<file path="config.mk">
export PLATFORM = sky130hd
export DESIGN_NAME = top_level
export DESIGN_NICKNAME = d
export VERILOG_FILES = /design/src/rtl/top_level_pkg.sv /design/src/rtl/top_level_data_mem.sv /design/src/rtl/top_level.sv
export SDC_FILE = /design/constraint.sdc
export NUM_CORES = 1
export LEC_CHECK = 0
export ABC_AREA = 1
export CAP_MARGIN = 20
export CORE_AREA = 2 2 39 41
export CTS_CLUSTER_DIAMETER = 100
export DETAILED_ROUTE_END_ITERATION = 6
export DIE_AREA = 0 0 41 43
export PLACE_DENSITY_LB_ADDON = 0.12
export SYNTH_ARGS = -nofsm -noshare
export SYNTH_HDL_FRONTEND = slang
export SYNTH_SLANG_ARGS = --single-unit
</file>
<file path="constraint.sdc">
create_clock -name clk -period 1.29 [get_ports clk]
set_input_delay 0.129 -clock clk [delete_from_list [all_inputs] [get_ports clk]]
set_output_delay 0.129 -clock clk [all_outputs]
set_load 0.01 [all_outputs]
</file>
<file path="src/rtl/top_level_pkg.sv">
// Shared types and constants for the SECDED batch decoder.
// Holds the FSM state enum, layout constants and flag encodings.
package top_level_pkg;

    typedef enum logic [2:0] {
        IDLE,
        RD_LO,
        RD_HI,
        WR_HI,
        WR_LO,
        FIN
    } state_t;

    localparam int WORDS = 15;
    localparam logic [3:0] LAST_IDX = 4'(WORDS - 1);

    localparam logic [7:0] OUT_BASE = 8'd0;
    localparam logic [7:0] IN_BASE  = 8'd30;

    localparam logic [1:0] FLG_OK  = 2'b00;
    localparam logic [1:0] FLG_SEC = 2'b01;
    localparam logic [1:0] FLG_DED = 2'b10;

    // XOR of the positions of all set bits 1..15.
    function automatic logic [3:0] syndrome(input logic [15:0] w);
        logic [3:0] s;
        s = 4'd0;
        for (int k = 1; k < 16; k++) begin
            if (w[k]) s = s ^ 4'(k);
        end
        return s;
    endfunction

    // Data bits sit at the non-power-of-two positions.
    function automatic logic [10:0] extract(input logic [15:0] w);
        return {w[15:9], w[7:5], w[3]};
    endfunction

endpackage

</file>
<file path="src/rtl/top_level_data_mem.sv">
// 256 x 8 data memory: combinational read, synchronous write.
// Ports: clk, we, addr[7:0], wdata[7:0] in; rdata[7:0] out.
module data_mem (
    input  logic       clk,
    input  logic       we,
    input  logic [7:0] addr,
    input  logic [7:0] wdata,
    output logic [7:0] rdata
);

    logic [7:0] core [0:255];

    assign rdata = core[addr];

    always_ff @(posedge clk) begin
        if (we) core[addr] <= wdata;
    end

endmodule

</file>
<file path="src/rtl/top_level.sv">
// Decodes 15 Hamming SECDED words from memory and writes results back.
// Ports: clk, start (sync reset + launch) in; done out.
module top_level
    import top_level_pkg::*;
(
    input  logic clk,
    input  logic start,
    output logic done
);

    state_t     state = IDLE;
    state_t     next;
    logic [3:0] idx   = 4'd0;
    logic [7:0] lo_q;
    logic [7:0] hi_q;

    logic       we;
    logic [7:0] addr;
    logic [7:0] wdata;
    logic [7:0] rdata;

    logic [15:0] w;
    logic [15:0] fixed;
    logic [3:0]  syn;
    logic        par;
    logic [1:0]  flags;
    logic [15:0] res;
    logic [7:0]  off;

    data_mem dm1 (
        .clk   (clk),
        .we    (we),
        .addr  (addr),
        .wdata (wdata),
        .rdata (rdata)
    );

    // State register, word index and byte latches.
    always_ff @(posedge clk) begin
        if (start) begin
            state <= RD_LO;
            idx   <= 4'd0;
        end else begin
            state <= next;
            if (state == RD_LO) lo_q <= rdata;
            if (state == RD_HI) hi_q <= rdata;
            if (state == WR_LO && idx != LAST_IDX)
                idx <= idx + 4'd1;
        end
    end

    // Next-state logic.
    always_comb begin
        next = state;
        unique case (state)
            IDLE:  next = IDLE;
            RD_LO: next = RD_HI;
            RD_HI: next = WR_HI;
            WR_HI: next = WR_LO;
            WR_LO: next = (idx == LAST_IDX) ? FIN : RD_LO;
            FIN:   next = FIN;
            default: next = IDLE;
        endcase
    end

    // Decode of the latched word.
    always_comb begin
        w     = {hi_q, lo_q};
        syn   = syndrome(w);
        par   = ^w;
        fixed = w;
        flags = FLG_OK;
        if (par) begin
            // Syndrome 0 with odd parity means bit 0 itself flipped.
            fixed[syn] = ~w[syn];
            flags      = FLG_SEC;
        end else if (syn != 4'd0) begin
            flags = FLG_DED;
        end
        res = {flags, 3'b000, extract(fixed)};
    end

    // Outputs: memory address, write strobe and data, done.
    always_comb begin
        off   = {3'b000, idx, 1'b0};
        addr  = IN_BASE + off;
        wdata = 8'd0;
        we    = 1'b0;
        done  = (state == FIN);
        unique case (state)
            RD_LO: addr = IN_BASE + off;
            RD_HI: addr = IN_BASE + off + 8'd1;
            WR_HI: begin
                addr  = OUT_BASE + off + 8'd1;
                wdata = res[15:8];
                we    = ~start;
            end
            WR_LO: begin
                addr  = OUT_BASE + off;
                wdata = res[7:0];
                we    = ~start;
            end
            default: ;
        endcase
    end

endmodule

</file>
==> results by group, run 1 <==
Worst setup path
  • Crit path kind: reg -> out
  • CP Launch Type: flip-flop
  • Crit path capture type: output port
  • Worst Path Max Fanout: 2
  • Register-to-Register Setup Slack: 0.14 ns
  • WP data required: 1.16 ns
  • WP data arrival: 1.02 ns

Global route
  • Total GRT Usage: 12.1%
  • Global-route wire length before repair: 1350 um
  • Vias in the first global route: 318
  • Global route overflow: 0
  • Largest net degree at the start of global routing: 7
  • Initial antenna violation count: 0

Power
  • Pwr per Cell Area: 1120 nW/um2
  • IR drop worst, VDD: 425 uV
  • Leak pwr: 0.199 nW
  • Power Total: 523 uW

STA
  • Worst-Margin Slew: 0.223 ns
  • Max-slew violations: 0
  • Final Critical Period: 1.15 ns
  • Setup violators final: 0
  • RSZ-0062 raised after global routing: no
  • Slew HR: 85.1%
  • Achievable frequency: 0.868 GHz
  • Final hold vios: 0
  • TNS Setup: 0 ns
  • Layout Skew: 0.00244 ns
  • Period Utilization, post-route: 89.3%

Drt
  • WL/cell: 9.68 um
  • DR vias: 336
  • Drt pass-1 iters: 4
  • Total Wirelength: 755 um
  • Post-DRT Antenna Nets: 0
  • Vias per cell: 4.31
  • Residual DRC: 0
  • DRT iter0 DRCs: 1

Status
  • Status: finished, final reports clean

Finish
  • Layout cells sized above 1: 22.6%
  • N_diodes: 0
  • # fillers: 160
  • Most frequent cells in the layout: nand3_1, nand2_1, dfxtp_1, buf_4
  • Nets: 67
  • Syn-to-layout area delta: 34.2%

Clock network
  • Number of CTS-inserted buffers: 3
  • Clk pin slew, worst setup/hold paths: 0.06 ns
  • Setup Buffers After CTS: 0
  • H-Tree Depth: 1
  • CTS Buffer Depth: 2
  • Clock Tree Root: clkbuf_4
  • Worst-Skew Late Latency: 0.25 ns
  • Hold_buf cts: 0
  • # clock sinks: 7
  • TritonCTS clock tree: yes

Logic synthesis
  • Cell count after synthesis: 49
  • Synth warn: 0
  • Synthesized cell area: 348 um2
  • Distinct cells, synth: 13
  • Post-Syn Area per Cell: 7.10 um2
  • FF+latch count, synth: 7
  • Syn nets: 53
  • Sequential share of the synthesized area: 40.3%

Placement
  • DP Wirelength: 567 um
  • Placer Congestion: 0.707
  • PortBufs: 2

Die
  • Die Area: 1760 um2
  • Top Ports: 3
  • Placeable Area: 1380 um2
  • Row Count: 14
  • Die Ht: 43 um
  • Overall die width: 41 um
  • Initial Util: 25.1%

Job
  • Max Cap Viol: 0

Worst hold path
  • Worst hold path type: reg -> reg
## timing repair
item,in CTS,in global routing
resized for setup,2,2
hold endpoints to repair,0,0
endpoints found under the setup margin,1,4
## report_power, final
group          switching [mW]  internal, mW  leakage (nW)  total, mW
clock                  0.0872         0.118        0.0150      0.206
combinational          0.0381        0.0396         0.127     0.0777
sequential            0.00962         0.230        0.0572      0.239
total                   0.135         0.388         0.199      0.523
## through the flow
| step | setup WS, ns | cell area, um2 | instances | utilization, % | hold WS [ns] |
|---|---|---|---|---|---|
| floorplan | 0.145 | 348 | 49 | - | 0.198 |
| global placement | 0.0156 | 440 | 74 | 31.8 | 0.502 |
| detailed placement | 0.00413 | 440 | 74 | 31.8 | 0.502 |
| CTS | 0.0157 | 467 | 78 | 33.7 | 0.516 |
| global route | 0.0310 | 467 | 78 | 33.7 | 0.546 |
| finish | 0.138 | 467 | 78 | 33.7 | 0.517 |
## layer usage
| metal | part of all wire, % | up-vias | track usage [%] |
|---|---|---|---|
| met1 | 50 | 148 | 16.8 |
| met4 | 1.6 | 0 | 10.0 |
| li1 | - | 185 | - |
| met2 | 46 | 1 | 13.8 |
| met3 | 2.1 | 2 | 4.71 |
| met5 | 0 | - | 0 |
## Yosys cell counts
master | count | share of area, %
dfxtp_1 | 7 | 40
xor2_1 | 1 | 2.5
ha_1 | 2 | 7.2
nand4_1 | 1 | 1.8
nand2_1 | 8 | 8.6
nand3_1 | 8 | 12
nor2_1 | 6 | 6.5
inv_1 | 6 | 6.5
o21ai_0 | 2 | 2.9
a21oi_1 | 4 | 5.8
nand2_2 | 1 | 1.8
nor2_2 | 2 | 3.6
clkinv_1 | 1 | 1.1
## state kept, by name (all words and copies together) (netlist names)
signal	count
idx	4
state	3
## critical path, cell delays in order, from the launching register on
cell and delay, ns:
dfxtp_1 0.33, inv_1 0.05, nor2_1 0.11, inv_1 0.07, nor2_1 0.08, clkbuf_2 0.13
## kinds of logic (layout without fill, tap and decap cells)
group	count (synthesis)	count (layout)	synth area share, %
simple gates	26	26	33.8
compound gates	6	6	8.63
fa+ha+maj	2	2	7.19
xor+xnor	1	1	2.52
flops	7	7	40.3
buf+inv	7	20	7.55
## path summary, 6_finish.rpt
check             startpoint  endpoint  depth (start not counted)
setup / recovery    state[2]      done                          5
hold / removal        idx[3]    idx[3]                          2
setup reg to reg      idx[0]    idx[0]                          6
hold reg to reg       idx[3]    idx[3]                          2
## final cells by class
type | instances | area, um2 | area share (%)
clock buffer | 4 | 26.3 | 5.63
sequential | 7 | 140 | 30.0
multi-input combinational | 35 | 186 | 39.9
timing repair buffer | 9 | 67.6 | 14.5
tap | 16 | 20.0 | 4.29
inverter | 7 | 26.3 | 5.63
Power figures use the tool's default switching activity.
==> inputs of run 2 (changes only) <==
--- a/config.mk
+++ b/config.mk
@@ -11,6 +11,7 @@
 export CTS_CLUSTER_DIAMETER = 100
 export DETAILED_ROUTE_END_ITERATION = 6
 export DIE_AREA = 0 0 41 43
+export HOLD_SLACK_MARGIN = 0.06
 export PLACE_DENSITY_LB_ADDON = 0.12
 export SYNTH_ARGS = -nofsm -noshare
 export SYNTH_HDL_FRONTEND = slang
==> results of run 2 <==
Same layout as run 1: the final DEF is identical, and so are final timing and power.
